**src/rtl/gps_spi_rx.sv**
```systemverilog
// Receive-side deserializer for the GPS sample SPI link. It synchronizes SCK/SS/MOSI,
// packs {I0,I1,Q0,Q1} nibbles into words and queues them in a first-word-fall-through FIFO.
module gps_spi_rx #(
  parameter int SAMPLES_PER_WORD = 4,
  parameter int FIFO_DEPTH       = 8,
  parameter int SYNC_STAGES      = 2,
  localparam int W   = 4 * SAMPLES_PER_WORD,
  localparam int AW  = $clog2(FIFO_DEPTH),
  localparam int SCW = (SAMPLES_PER_WORD > 1) ? $clog2(SAMPLES_PER_WORD) : 1
) (
  input  logic          CLK_100_000,
  input  logic          RESET_N,
  input  logic          SPI_SCK,
  input  logic          SPI_SS,
  input  logic          SPI_MOSI,
  output logic [W-1:0]  WORD_DATA,
  output logic          WORD_VALID,
  input  logic          WORD_READY,
  output logic [AW:0]   FIFO_LEVEL,
  output logic          OVERFLOW,
  output logic          FRAME_ERR,
  input  logic          CLEAR_ERR
);

  localparam logic [0:0] ST_IDLE   = 1'b0;
  localparam logic [0:0] ST_ACTIVE = 1'b1;

  logic [SYNC_STAGES-1:0] sck_sync_q, ss_sync_q, mosi_sync_q;
  logic                   sck_dly_q, ss_dly_q;
  logic [SYNC_STAGES:0]   warm_q;
  logic                   armed_q;
  logic                   sck_s, ss_s, mosi_s;
  logic                   sck_rise_s, ss_rise_s, ss_fall_s;

  logic [0:0]     state_q, state_d;
  logic [1:0]     bit_cnt_q, bit_cnt_d;
  logic [SCW-1:0] smp_cnt_q, smp_cnt_d;
  logic [3:0]     nibble_q, nibble_d, nib_shift_s;
  logic [W-1:0]   word_q, word_d;
  logic           push_s, frame_set_s;

  logic [W-1:0]   mem_q [FIFO_DEPTH];
  logic [AW-1:0]  wr_ptr_q, rd_ptr_q;
  logic [AW:0]    level_q, level_d;
  logic           overflow_q, frame_err_q;
  logic           full_s, pop_s, push_ok_s, ovf_set_s;

  assign sck_s      = sck_sync_q[SYNC_STAGES-1];
  assign ss_s       = ss_sync_q[SYNC_STAGES-1];
  assign mosi_s     = mosi_sync_q[SYNC_STAGES-1];
  assign sck_rise_s = sck_s & ~sck_dly_q;
  assign ss_rise_s  = ss_s & ~ss_dly_q;
  // A fall only counts once SS has genuinely been seen high after reset, so a
  // transfer already running at reset release is ignored until SS cycles.
  assign ss_fall_s  = armed_q & ss_dly_q & ~ss_s;

  // Input synchronizers, edge-detect delay flops and post-reset arming
  always_ff @(posedge CLK_100_000 or negedge RESET_N) begin
    if (!RESET_N) begin
      sck_sync_q  <= '0;
      ss_sync_q   <= '1;
      mosi_sync_q <= '0;
      sck_dly_q   <= 1'b0;
      ss_dly_q    <= 1'b1;
      warm_q      <= '0;
      armed_q     <= 1'b0;
    end else begin
      sck_sync_q  <= {sck_sync_q[SYNC_STAGES-2:0], SPI_SCK};
      ss_sync_q   <= {ss_sync_q[SYNC_STAGES-2:0], SPI_SS};
      mosi_sync_q <= {mosi_sync_q[SYNC_STAGES-2:0], SPI_MOSI};
      sck_dly_q   <= sck_s;
      ss_dly_q    <= ss_s;
      warm_q      <= {warm_q[SYNC_STAGES-1:0], 1'b1};
      armed_q     <= armed_q | (warm_q[SYNC_STAGES] & ss_s);
    end
  end

  // Frame FSM: bit/nibble/word assembly and frame error detection
  always_comb begin
    state_d     = state_q;
    bit_cnt_d   = bit_cnt_q;
    smp_cnt_d   = smp_cnt_q;
    nibble_d    = nibble_q;
    word_d      = word_q;
    nib_shift_s = {nibble_q[2:0], mosi_s};
    push_s      = 1'b0;
    frame_set_s = 1'b0;
    case (state_q)
      ST_IDLE: begin
        if (ss_fall_s) begin
          state_d   = ST_ACTIVE;
          bit_cnt_d = 2'd0;
          nibble_d  = 4'd0;
        end else begin
          state_d = ST_IDLE;
        end
      end
      ST_ACTIVE: begin
        if (sck_rise_s) begin
          nibble_d  = nib_shift_s;
          bit_cnt_d = bit_cnt_q + 2'd1;
          if (bit_cnt_q == 2'd3) begin
            word_d = {word_q[W-5:0], nib_shift_s};
            if (smp_cnt_q == SCW'(SAMPLES_PER_WORD - 1)) begin
              push_s    = 1'b1;
              smp_cnt_d = '0;
            end else begin
              smp_cnt_d = smp_cnt_q + SCW'(1);
            end
          end else begin
            word_d = word_q;
          end
        end else begin
          nibble_d = nibble_q;
        end
        // The bit on a coincident SCK edge is taken first, so judge the updated count
        if (ss_rise_s) begin
          state_d = ST_IDLE;
          if (bit_cnt_d != 2'd0) begin
            frame_set_s = 1'b1;
            bit_cnt_d   = 2'd0;
            nibble_d    = 4'd0;
          end else begin
            frame_set_s = 1'b0;
          end
        end else begin
          state_d = ST_ACTIVE;
        end
      end
      default: state_d = ST_IDLE;
    endcase
  end

  // Frame FSM state registers
  always_ff @(posedge CLK_100_000 or negedge RESET_N) begin
    if (!RESET_N) begin
      state_q   <= ST_IDLE;
      bit_cnt_q <= 2'd0;
      smp_cnt_q <= '0;
      nibble_q  <= 4'd0;
      word_q    <= '0;
    end else begin
      state_q   <= state_d;
      bit_cnt_q <= bit_cnt_d;
      smp_cnt_q <= smp_cnt_d;
      nibble_q  <= nibble_d;
      word_q    <= word_d;
    end
  end

  assign full_s    = (level_q == (AW+1)'(FIFO_DEPTH));
  assign pop_s     = (level_q != '0) & WORD_READY;
  assign push_ok_s = push_s & (~full_s | pop_s);
  assign ovf_set_s = push_s & full_s & ~pop_s;

  // FIFO occupancy next-state
  always_comb begin
    level_d = level_q;
    case ({push_ok_s, pop_s})
      2'b10:   level_d = level_q + (AW+1)'(1);
      2'b01:   level_d = level_q - (AW+1)'(1);
      default: level_d = level_q;
    endcase
  end

  // FIFO storage, pointers, level and sticky error flags
  always_ff @(posedge CLK_100_000 or negedge RESET_N) begin
    if (!RESET_N) begin
      for (int i = 0; i < FIFO_DEPTH; i++) begin
        mem_q[i] <= '0;
      end
      wr_ptr_q    <= '0;
      rd_ptr_q    <= '0;
      level_q     <= '0;
      overflow_q  <= 1'b0;
      frame_err_q <= 1'b0;
    end else begin
      if (push_ok_s) begin
        mem_q[wr_ptr_q] <= word_d;
        wr_ptr_q        <= wr_ptr_q + AW'(1);
      end
      if (pop_s) begin
        rd_ptr_q <= rd_ptr_q + AW'(1);
      end
      level_q     <= level_d;
      overflow_q  <= ovf_set_s | (overflow_q & ~CLEAR_ERR);
      frame_err_q <= frame_set_s | (frame_err_q & ~CLEAR_ERR);
    end
  end

  assign WORD_DATA  = mem_q[rd_ptr_q];
  assign WORD_VALID = (level_q != '0);
  assign FIFO_LEVEL = level_q;
  assign OVERFLOW   = overflow_q;
  assign FRAME_ERR  = frame_err_q;

endmodule

```
**config.mk**
```make
export PLATFORM = sky130hd
export DESIGN_NAME = gps_spi_rx
export DESIGN_NICKNAME = d
export VERILOG_FILES = /design/src/rtl/gps_spi_rx.sv
export SDC_FILE = /design/constraint.sdc
export NUM_CORES = 1
export LEC_CHECK = 0
export CORE_ASPECT_RATIO = 0.6
export CORE_UTILIZATION = 61
export DETAILED_ROUTE_END_ITERATION = 16
export PLACE_DENSITY = 0.9
export SLEW_MARGIN = 20
export SYNTH_ARGS = -nofsm -noshare
export SYNTH_HDL_FRONTEND = slang
export SYNTH_SLANG_ARGS = --single-unit
```
**constraint.sdc**
```tcl
create_clock -name CLK_100_000 -period 3.6 [get_ports CLK_100_000]
set_clock_uncertainty 0.2 [all_clocks]
set_input_delay 1.08 -clock CLK_100_000 [delete_from_list [all_inputs] [get_ports CLK_100_000]]
set_output_delay 1.08 -clock CLK_100_000 [all_outputs]
set_load 0.01 [all_outputs]
```
==> metrics, run 1 <==
flop2flop setup slack roughly 0.67 ns; Layout Nets between 600 and 700; hold path startpoint sck_sync_q[0]; measured slew at the worst slew-check pin about 0.76 ns; Chip Height 90.4 um; wire per inst between 20 and 25 um; Lkg Pwr approximately 4 nW; Max Freq 284 MHz; IO Pins 30; mapped cell area just under 0.008 sq mm; first-pass GRT wire length ~31 mm; Hold Path End sck_sync_q[1]; Critical Path RT ~2.3 ns; Final Setup Violations 0; kind of critical path reg -> out; Syn Nets roughly 660; met3 Track Usage GR 7.37%; Hold Buf Count CTS 0; CTS tree built; worst-case clock buffer depth 2; dpl cells about 820; min Tclk post-route around 3.5 ns; Final ANT Viol Nets 0; gr busiest metal met2; met2 Track Usage GR between 40% and 50%; Reg2Reg Depth 10; Unique masters post-synth 48; Non-Filler Instances between 800 and 900; Power Dens Cells 459 mW/mm^2; Worst Setup Start Kind register; Synth-to-Final Area Change 12.7%; RSZ-0062 raised after global routing false; IO buf count 29; worst vdd ir 0.000381 V; CTS Root Cell clkbuf_16; Initial Utilization roughly 64%; clk sinks ~180; share of layout cells above drive strength 1 around 24%; Yosys warning count 0; CP max-delay cell or3_4; Post-synth top cells dfrtp_1 (173), nand2_1 (125), o21ai_0 (111); drt first pass iters 6; CP arrival 2.24 ns; Yosys top cell area share around 54%; initial drt markers between 600 and 700; Register Area 0.00441 sq mm; # diodes 0; Core ar. around 0.012 sq mm; area of the multi-input gates ~0.0031 sq mm; most used flip-flop cell after synthesis dfrtp_1; DR vias around 5600; drc violations 0; routed vias/inst about 6.6; clk_lat worst skew approximately 0.43 ns; Pins Over Slew Limit 0; Row Count 31; die width between 100 and 150 um; vias in the first global route 5696; count leader, synth dfrtp_1; R2R Path Start bit_cnt_q[0]; largest area contributor in the synthesized netlist dfrtp_1; fin crit share 97.6%; max_slew headroom roughly 49%; async set-reset flop share out of synthesis 100%; total CTS buffers 17; detailed placement HPWL approximately 11 mm; total track usage between 30% and 40%; status completed; largest net degree at the start of global routing between 60 and 70; CP Capture Type output pin; critical path cell sequence or3_4 > or2_2 > clkdlybuf4s50_1; EDFF count, synth 0; synthesized area per cell roughly 12 sq um; fillers 690; GR Layer Usage met1 a little over two fifths; initial antenna violation count 0; crit path launch FIFO_LEVEL[1]; largest fanout on the critical path 12; Area contributors post-synth dfrtp_1 (54%), mux4_2 (9.1%), o21ai_0 (7.0%); die area 0.0135 sq mm; synthesized flop and latch total about 180; total wire length 19.6 mm; grt ovf 0; H-tree Lvls 4; hold depth 0; synthesized instance count 647; setup tns final 0 ns; Reg2Reg Capture Point FIFO_LEVEL[2]; Hold WC Path Type reg -> reg; critical path's largest stage delay around 0.56 ns; Clock transition at path regs around 0.070 ns; total of max-cap violations 0; final-report hold violation count 0; GPL Wtd Cong approximately 0.81; register area share after synthesis ~55%
## power by group
group | switching [W] | internal, W | total [W]
Sequential | 0.0000231 | 0.00200 | 0.00202
Clock | 0.000786 | 0.00120 | 0.00199
Combinational | 0.0000672 | 0.0000298 | 0.0000971
## flip-flops by register name (all words and copies together) (netlist names)
signal and flops:
FIFO_LEVEL 4, FRAME_ERR 1, OVERFLOW 1, armed_q 1, bit_cnt_q 2, mem_q 128, mosi_sync_q 2, nibble_q 3
rd_ptr_q 3, sck_dly_q 1, sck_sync_q 2, smp_cnt_q 2, ss_dly_q 1, ss_sync_q 2, state_q 1, warm_q 3
word_q 16, wr_ptr_q 3
## layer usage
| metal | vias up | part of all wire [%] |
|---|---|---|
| met5 | - | 0 |
| met4 | 0 | 4.2 |
| met3 | 97 | 9.5 |
| met2 | 341 | 49 |
| met1 | 2830 | 38 |
| li1 | 2307 | - |
## final cells by class
cell class                      count  area share [%]
Tap cell                          165            2.31
Timing Repair Buffer               50            5.63
Inverter                           20           0.839
Clock inverter                     12            2.03
Multi-Input combinational cell    408            34.8
Sequential cell                   176            49.3
Clock buffer                       20            5.10
## worst max-delay path, delay by kind of cell, from the launching register on
kind | cells | cell delay [ns]
and+or+nand+nor | 2 | 0.87
buffers and inverters | 1 | 0.48
DFF | 1 | 0.46
## metrics by stage
step / util (%) / total power (W) / hold WS (ns) / setup WS (ns) / cell area (sq um)
2_1_floorplan: - / 0.00208 / 0.131 / 0.585 / 7950
3_3_place_gp: 67.2 / 0.00214 / 0.133 / 0.231 / 8320
3_5_place_dp: 67.2 / 0.00215 / 0.136 / 0.148 / 8320
4_1_cts: 72.3 / 0.00412 / 0.153 / 0.0849 / 8950
5_1_grt: 72.3 / 0.00421 / 0.162 / 0.0432 / 8950
6_report: 72.3 / 0.00411 / 0.154 / 0.0848 / 8950
## timing repair
item | 4_1_cts | 5_1_grt
setup endpoints to repair | 16 | 0
gates resized for setup | 17 | 0
setup buffers | 2 | 0
## kinds of logic after synthesis
kind of cell | synth area share (%)
flip-flops | 55.5
XOR/XNOR | 1.10
multiplexers | 15.0
AND/OR/NAND/NOR | 9.40
buffers and inverters | 5.31
other | 0.0472
adder cells (fa/ha/maj) | 1.10
AO/OA/AOI/OAI | 12.5
## how the worst max path moves through the flow
stage	to	slack, ns
after floorplan	FIFO_LEVEL[2]	0.58
after global placement	FIFO_LEVEL[2]	0.23
after detailed placement	FIFO_LEVEL[2]	0.15
after CTS	WORD_VALID	0.08
after global routing	WORD_VALID	0.04
final	WORD_VALID	0.08
## cell usage in the layout, fill, tap and decap left out, types with 4 or more instances in the layout
| master | n |
|---|---|
| mux2i_1 | 4 |
| xor2_1 | 5 |
| mux4_2 | 32 |
| bufinv_16 | 4 |
| clkbuf_16 | 17 |
| nand2b_1 | 4 |
| clkinvlp_4 | 4 |
| ha_1 | 7 |
| o21ai_2 | 14 |
| dfrtp_1 | 171 |
| mux2i_2 | 16 |
| o2111ai_4 | 6 |
| o21ai_0 | 111 |
| clkdlybuf4s50_1 | 12 |
| nor2_1 | 4 |
| nand2_1 | 125 |
| buf_12 | 6 |
| dlygate4sd2_1 | 16 |
| inv_1 | 20 |
| o21ai_1 | 8 |
| buf_4 | 15 |
| nand2_2 | 14 |
| mux2_2 | 19 |
| xnor2_1 | 5 |
| nor3_1 | 4 |
| and3b_1 | 4 |
Note: power is estimated with default switching activity, not from simulation.
==> run 2, diff against run 1 <==
- CAP_MARGIN: not set -> 20
- CORE_UTILIZATION: 61 -> 60
- PLACE_DENSITY: 0.9 -> 0.89
==> run 2 against run 1 <==
Against the previous run: worst hold slack lost 0.00096 ns; critical endpoint is now WORD_DATA[9]; sequential share of layout area shrank 0.70 points; routed wire length grew 5.3%; largest power group unchanged.
==> metrics, run 2 (same netlist as run 1, synthesis figures left out) <==
Reg2Reg Depth 7 (-3); post-placement worst setup slack 0.182 ns (+0.0340 ns); CP max-delay cell mux4_2; commonest non-fill, non-tap cells in the layout dfrtp_1 (172), nand2_1 (125), o21ai_0 (111), mux4_2 (32), buf_4 (23); Layout Nets 700 (+1.9%); min Tclk post-route 3.59 ns (+0.0753 ns); detailed placement HPWL 11.2 mm (-2.4%); Row Count 32 (+3.2%); initial antenna violation count 0 (unchanged); Reg2Reg Capture Point mem_q[39]; Non-Filler Instances 869 (+2.1%); Power, Total 0.00399 W (-2.7%); Sw Ratio 22.9% (+1.5 points); Lkg Pwr 4.07 nW (+1.5%); largest net degree at the start of global routing 59 (-14%); Final Setup Violations 0 (unchanged); Psw 0.000913 W (+4.2%); CP Capture Type output pin; critical path cell sequence buf_6 > buf_16 > buf_4 > mux4_2 > mux2_2 > dlygate4sd2_1; die area 0.0137 sq mm (+1.6%); clk sinks 176 (unchanged); Initial Utilization 61.6% (-2.6 points); drt first pass iters 5 (-1); H-tree Lvls 4 (unchanged); hold depth 0 (unchanged); vias in the first global route 5846 (+2.6%); Core ar. 0.0129 sq mm (+4.2%); kind of critical path reg -> out; commonest non-fill, non-tap cell in the layout dfrtp_1; clock power share 47.0% (-1.4 points); GPL Wtd Cong 0.817 (+1.3%); CTS Root Cell clkbuf_16; CTS tree built; Placement Cell Area 0.00832 sq mm (about the same); measured slew at the worst slew-check pin 0.836 ns (+0.0745 ns); Pins Over Slew Limit 0 (unchanged); worst-case clock buffer depth 2 (unchanged); grt ovf 0 (unchanged); total wire length 20.6 mm (+5.3%); max_slew headroom 44.2% (-5.0 points); Chip Height 91.1 um (+0.81%); routed vias/inst 6.52 (-0.54%); critical path's largest stage delay 0.49 ns (-0.07 ns); sequential group share of total power 50.5% (+1.3 points); Clock transition at path regs 0.07 ns (about the same); Worst Setup Start Kind register; Max Freq 279 MHz (-2.1%); final-report hold violation count 0 (unchanged); status completed; first-pass GRT wire length 31.4 mm (+0.80%); Hold Path End warm_q[1]; wire per inst 23.7 um (+3.1%); IO Pins 30 (unchanged); Critical Path RT 2.32 ns (about the same); flop2flop setup slack 0.61 ns (-0.06 ns); final setup margin 0.00947 ns (-0.0753 ns); IO buf count 29 (unchanged); Power Dens Cells 440 mW/mm^2 (-4.1%); Hold WC Path Type reg -> reg; Hold Buf Count CTS 0 (unchanged); total of max-cap violations 0 (unchanged); total track usage 31.3% (-0.12 points); Final ANT Viol Nets 0 (unchanged); Pint 0.00308 W (-4.6%); Largest register FFs 128 (unchanged); largest fanout on the critical path 12 (unchanged); Most flops, register mem_q; Synth-to-Final Area Change 14.3%; R2R Path Start bit_cnt_q[0]; combinational share of power 2.5% (about the same); fin crit share 99.7% (+2.1 points); die width 151 um (+0.82%); clk_lat worst skew 0.43 ns (about the same); initial drt markers 694 (+12%); hold path startpoint warm_q[0]; share of layout cells above drive strength 1 25.5% (+1.4 points); worst vdd ir 0.000363 V (-4.6%); CP arrival 2.31 ns (+0.07 ns); # diodes 0 (unchanged); DR vias 5662 (+1.6%); final instance area 0.00908 sq mm (+1.4%); dpl cells 823 (+0.73%); Worst Hold Slack 0.153 ns (-0.000964 ns); total CTS buffers 17 (unchanged); drc violations 0 (unchanged)
-- run 2: power groups by stage --
stage / logic, W / clock network [W] / registers [W]
after floorplan: 0.0000316 / 0 / 0.00205
after global placement: 0.0000876 / 0 / 0.00205
after detailed placement: 0.0000957 / 0 / 0.00205
after CTS: 0.0000982 / 0.00186 / 0.00202
after global routing: 0.000111 / 0.00195 / 0.00202
final: 0.0000983 / 0.00188 / 0.00202
-- run 2: layout make-up --
| type | count | area [sq um] |
|---|---|---|
| sequential | 176 | 4410 |
| inverter | 20 | 75.1 |
| clock buffer | 19 | 443 |
| tap | 170 | 213 |
| multi-input combinational | 408 | 3120 |
| timing repair buffer | 63 | 669 |
| clock inverter | 13 | 151 |
| fill | 735 | 3810 |
-- run 2: worst max path at each step --
stage / from / to / slack [ns] / cells after the start
2_1_floorplan: WORD_READY / FIFO_LEVEL[2] / 0.58 / 10
3_3_place_gp: WORD_READY / FIFO_LEVEL[2] / 0.26 / 10
3_5_place_dp: WORD_READY / FIFO_LEVEL[2] / 0.18 / 10
4_1_cts: rd_ptr_q[0] / WORD_DATA[8] / 0.01 / 6
5_1_grt: rd_ptr_q[0] / WORD_DATA[9] / -0.008 / 6
6_report: rd_ptr_q[0] / WORD_DATA[9] / 0.009 / 6
-- run 2: what timing repair did --
| action | 4_1_cts | 5_1_grt |
|---|---|---|
| setup endpoints to repair | 16 | 3 |
| resized for setup | 21 | 5 |
| setup buffers | 6 | 6 |
| gates cloned | 2 | 0 |
-- run 2: through the flow --
step           TNS (ns)  util [%]
2_1_floorplan         0         -
3_3_place_gp          0      64.5
3_5_place_dp          0      64.5
4_1_cts               0      69.9
5_1_grt         -0.0163      70.4
6_report              0      70.4
-- run 2: worst max-delay path: cells and delay by family (launching register included) --
kind / cells / cell delay (ns)
flip-flops: 1 / 0.42
buffers and inverters: 4 / 0.71
multiplexers: 2 / 0.76
-- run 2: per-layer routing --
| layer | vias up | share of wire (%) | GRT usage, % | wire length, um |
|---|---|---|---|---|
| li1 | 2336 | - | - | - |
| met1 | 2855 | 38 | 41.0 | 7810 |
| met2 | 367 | 48 | 48.6 | 9920 |
| met3 | 104 | 8.6 | 7.79 | 1770 |
| met4 | 0 | 5.3 | 16.7 | 1090 |
| met5 | - | 0 | 0 | 0 |
==> run 3, diff against run 2 <==
- CTS_CLUSTER_DIAMETER: not set -> 100
==> results of run 3 <==
The final DEF is identical to that of run 2; final timing and power are the same.
